$ cat src/rtl/clock_period_meter_pkg.sv
// Shared types and default constants for the clock period meter.
package clock_period_meter_pkg;

  typedef enum logic [1:0] {
    IDLE      = 2'd0,
    ARM       = 2'd1,
    MEAS_HIGH = 2'd2,
    MEAS_LOW  = 2'd3
  } state_t;

  localparam int CNT_W_DEF       = 28;
  localparam int TIMEOUT_DEF     = 200000000;
  localparam int SYNC_STAGES_DEF = 2;

endpackage

$ cat src/rtl/clock_period_meter_sync_edge_detect.sv
// Multi-flop synchronizer for an asynchronous input followed by a one-flop
// history register producing single-cycle rise/fall pulses.
module sync_edge_detect #(
  parameter int SYNC_STAGES = 2
) (
  input  logic clk,
  input  logic reset,
  input  logic async_in,
  output logic rise_p,
  output logic fall_p,
  output logic level
);

  logic [SYNC_STAGES-1:0] sync_chain;
  logic                   hist;

  // Synchronizer chain and edge history
  always_ff @(posedge clk or posedge reset) begin
    if (reset) begin
      sync_chain <= '0;
      hist       <= 1'b0;
    end else begin
      sync_chain <= {sync_chain[SYNC_STAGES-2:0], async_in};
      hist       <= sync_chain[SYNC_STAGES-1];
    end
  end

  assign level  = sync_chain[SYNC_STAGES-1];
  assign rise_p = level & ~hist;
  assign fall_p = ~level & hist;

endmodule

$ cat src/rtl/clock_period_meter.sv
// Measures high time and full period of a slow asynchronous square wave in
// clk cycles, with a one-cycle result strobe and a sticky stall timeout.
module clock_period_meter
  import clock_period_meter_pkg::*;
#(
  parameter int          CNT_W       = CNT_W_DEF,
  parameter int unsigned TIMEOUT     = TIMEOUT_DEF,
  parameter int          SYNC_STAGES = SYNC_STAGES_DEF
) (
  input  logic             clk,
  input  logic             reset,
  input  logic             enable,
  input  logic             sig_in,
  output logic [CNT_W-1:0] high_time,
  output logic [CNT_W:0]   period,
  output logic             meas_valid,
  output logic             timeout,
  output logic             busy
);

  localparam logic [CNT_W-1:0] TIMEOUT_C = CNT_W'(TIMEOUT);
  localparam logic [CNT_W-1:0] CNT_ONE   = {{(CNT_W-1){1'b0}}, 1'b1};

  state_t           state;
  logic [CNT_W-1:0] cnt;
  logic [CNT_W-1:0] hi_reg;
  logic             rise_p;
  logic             fall_p;
  logic             sig_level;
  logic             rise_q;
  logic             at_limit;

  sync_edge_detect #(
    .SYNC_STAGES(SYNC_STAGES)
  ) u_front (
    .clk     (clk),
    .reset   (reset),
    .async_in(sig_in),
    .rise_p  (rise_p),
    .fall_p  (fall_p),
    .level   (sig_level)
  );

  assign rise_q   = rise_p & sig_level;
  assign at_limit = (cnt == TIMEOUT_C);

  // Measurement FSM, duration counter and registered outputs
  always_ff @(posedge clk or posedge reset) begin
    if (reset) begin
      state      <= IDLE;
      cnt        <= '0;
      hi_reg     <= '0;
      high_time  <= '0;
      period     <= '0;
      meas_valid <= 1'b0;
      timeout    <= 1'b0;
      busy       <= 1'b0;
    end else begin
      meas_valid <= 1'b0;
      if (!enable) begin
        state   <= IDLE;
        cnt     <= '0;
        timeout <= 1'b0;
        busy    <= 1'b0;
      end else begin
        case (state)
          IDLE: begin
            cnt   <= '0;
            state <= ARM;
            busy  <= 1'b1;
          end
          // A qualifying edge in the limit cycle takes priority over timeout
          ARM: begin
            if (rise_q) begin
              cnt   <= CNT_ONE;
              state <= MEAS_HIGH;
            end else if (at_limit) begin
              timeout <= 1'b1;
              cnt     <= '0;
            end else begin
              cnt <= cnt + CNT_ONE;
            end
          end
          MEAS_HIGH: begin
            if (fall_p) begin
              hi_reg <= cnt;
              cnt    <= CNT_ONE;
              state  <= MEAS_LOW;
            end else if (at_limit) begin
              timeout <= 1'b1;
              cnt     <= '0;
              state   <= ARM;
            end else begin
              cnt <= cnt + CNT_ONE;
            end
          end
          MEAS_LOW: begin
            if (rise_q) begin
              high_time  <= hi_reg;
              period     <= {1'b0, hi_reg} + {1'b0, cnt};
              meas_valid <= 1'b1;
              timeout    <= 1'b0;
              cnt        <= CNT_ONE;
              state      <= MEAS_HIGH;
            end else if (at_limit) begin
              timeout <= 1'b1;
              cnt     <= '0;
              state   <= ARM;
            end else begin
              cnt <= cnt + CNT_ONE;
            end
          end
          default: begin
            state <= IDLE;
            cnt   <= '0;
            busy  <= 1'b0;
          end
        endcase
      end
    end
  end

endmodule
$ cat config.mk
export PLATFORM = sky130hd
export DESIGN_NAME = clock_period_meter
export DESIGN_NICKNAME = d
export VERILOG_FILES = /design/src/rtl/clock_period_meter_pkg.sv /design/src/rtl/clock_period_meter_sync_edge_detect.sv /design/src/rtl/clock_period_meter.sv
export SDC_FILE = /design/constraint.sdc
export NUM_CORES = 1
export LEC_CHECK = 0
export BUFFER_PORTS_ARGS = -buffer_cell sky130_fd_sc_hd__buf_2
export CORE_MARGIN = 2
export CORE_UTILIZATION = 56
export CTS_BUF_LIST = sky130_fd_sc_hd__clkbuf_4
export CTS_CLUSTER_SIZE = 30
export DETAILED_ROUTE_END_ITERATION = 7
export GPL_TIMING_DRIVEN = 0
export HOLD_SLACK_MARGIN = 0.08
export MAX_ROUTING_LAYER = met4
export PLACE_DENSITY = 0.81
export SYNTH_ARGS = -nofsm -noshare
export SYNTH_HDL_FRONTEND = slang
export SYNTH_SLANG_ARGS = --single-unit
$ cat constraint.sdc
create_clock -name clk -period 4.4 [get_ports clk]
set_clock_uncertainty 0.1 [all_clocks]
set_input_delay 1.32 -clock clk [delete_from_list [all_inputs] [get_ports clk]]
set_output_delay 1.32 -clock clk [all_outputs]
set_load 0.02 [all_outputs]
==> flow_summary.ini <==
[critical_path]
crit_top_cell = o21ai_0
crit_type = register to register
cp.required_ns = 4.70
arrival_ns = 3.48
cp_cell_sequence = ha_1 > fa_1 > a211oi_1 > o21ai_0 > a21oi_1 > o21ai_0 > a21oi_1 > xor2_1 > o21ai_0
crit_path_end_kind = register
cp-start-kind = register
worstRegToRegCells = 9
crit_slowest_cell = dfrtp_1
crit_path_max_fanout = 5
max_stage_delay_ns = 0.45

[yosys]
synth_top_area_frac = 0.472
synthTopCellsByArea = dfrtp_1 47%, nand2_1 8.8%, ha_1 6.8%
yosysTopAreaCell = dfrtp_1
synth_cell_types = 53
yosysSeqAreaShare = 0.472
ys_warn_count = 0
synth_edf_count = 0
syn_nets = 726
syn_avg_cell_area_um2 = 9.35
syn_area_mm2 = 0.00641
ys_ff_latch = 121
syn-instance-count = 686
synthArstFlopShare = 1.00
ys_dominant_reg_cell = dfrtp_1

[clocking]
postCtsResizedCells = 0
insertion_delay_ns = 0.53
ctsHoldBuffers = 0
root_buffer = clkbuf_4
cts_tree = done
cts.sinks = 121
cts_setup_buffers = 0
htree_levels = 4
cts_buffers = 17
clk_pin_slew_ns = 0.11
cts_buffer_depth = 2

[job]
drv_cap = 0

[floorplanning]
initial_utilization = 0.567
core_area_mm2 = 0.0113
row_count = 39
die_w_um = 111
die_h_um = 111
io_pins = 64
die_area_mm2 = 0.0123

[grt]
overflow = 0
grt_pass1_wl_um = 25000
track_usage = 0.260
grt_pass1_vias = 5149
grt_max_degree = 40
antenna_found_initial = 0

[final_layout]
largest_reg_flops = 29
final_cell_mix = 151 x nand2_1, 121 x dfrtp_1, 67 x buf_2
final_common_cell = nand2_1
layout-drive-gt1-share = 0.166
area_delta_synth_final_pct = 13.4
top_register = period
nets = 811
diodes = 0

[power_and_ir_drop]
ir_drop_mv = 0.193
p_int_mw = 1.65
power_density_mw_per_mm2 = 302
p_leak_nw = 3.63
switching_share = 0.249
pwr-share-clk = 0.385
p_comb_frac = 0.091
p_seq_frac = 0.524
p_sw_mw = 0.545

[routing]
vias = 5236
firstDrtPassIters = 5
wl_um = 14600
drc = 0
postRouteAntennaNets = 0
routedWlPerCell_um = 15.8
first_iter_violations = 414
viasPerCell = 5.65

[timing]
setup_viol = 0
rsz0062_at_grt = no
fmax_ghz = 0.314
slew_viol_final = 0
relSlewSlack = 0.545
finalHoldWorstSlack_ns = 0.253
final_hold_viol_count = 0
period_minus_slack_ns = 3.18
period_share = 0.724
setup_tns_ns = 0
worstMarginPinSlew_ns = 0.677

[placed_design]
place.gp.congestion = 0.904
dp_hpwl_um = 10900
io_buffers = 63

[min_path]
hold_class = register to register
whs_path_depth = 0

[outcome]
outcome = finished clean
## critical path, delay by kind of cell (launching register included)
| kind | cells | cell delay [ns] |
|---|---|---|
| compound gates | 6 | 1.59 |
| flops | 1 | 0.45 |
| fa+ha+maj | 2 | 0.70 |
| xor+xnor | 1 | 0.19 |
## metrics by stage
stage               std cells  area, µm²  worst slack (ns)  total power, mW   util
detailed placement        895       6970              1.27             1.37  0.616
global placement          892       6910             0.810             1.35  0.611
global route              927       7270             0.946             2.30  0.642
CTS                       927       7270              1.24             2.21  0.642
floorplan                 686       6420              1.50             1.31      -
finish                    927       7270              1.22             2.19  0.642
## power groups by stage
stage	sequential [mW]	combinational, mW	clock (mW)
floorplan	1.17	0.137	0
global placement	1.17	0.182	0
detailed placement	1.17	0.200	0
CTS	1.15	0.202	0.859
global route	1.15	0.229	0.914
finish	1.15	0.200	0.845
## synthesized netlist by cell type (all sizes together) (6+ instances only)
cell and number:
xnor2 24, nor2b 6, a211oi 8, a21o 9
dfrtp 121, and3 7, mux2 25, clkbuf 16
o21bai 7, inv 14, nand2 151, nand3 18
xor2 28, o21ai 49, buf 9, ha 35
nor2 57, a21oi 38, nand4 16
## final cells by class
cell class	count	area (µm²)
clock buffers	19	143
repair buffers	66	375
clock inverters	13	158
multi-input cells	526	3230
well taps	143	179
fillers	934	4050
flip-flops and latches	121	3030
plain buffers	25	100
inverters	14	56.3
## metal layers
metal	wire (µm)	up-vias	track usage
met3	688	37	0.0503
met1	6610	2497	0.337
met2	6870	154	0.399
met5	0	-	-
li1	-	2548	-
met4	444	0	0.119
## logic make-up after synthesis
family / share of synthesized area
AOI/OAI and AO/OA: 0.128
xor gates and xnor gates: 0.0710
adders and majority gates: 0.0714
buffers and inverters: 0.0238
DFF: 0.472
muxes: 0.0439
and+or+nand+nor: 0.190
## worst paths after layout
check | startpoint | to | slack [ns]
worst min-delay path | u_front.sync_chain[0] | u_front.sync_chain[1] | 0.25
max in group asynchronous | reset | high_time[26] | 2.69
worst max register to register | cnt[0] | period[26] | 1.22
worst min register to register | u_front.sync_chain[0] | u_front.sync_chain[1] | 0.25
min in group asynchronous | reset | hi_reg[18] | 0.69
worst max-delay path | cnt[0] | period[26] | 1.22
No activity file was read; power rests on OpenSTA's default activity.
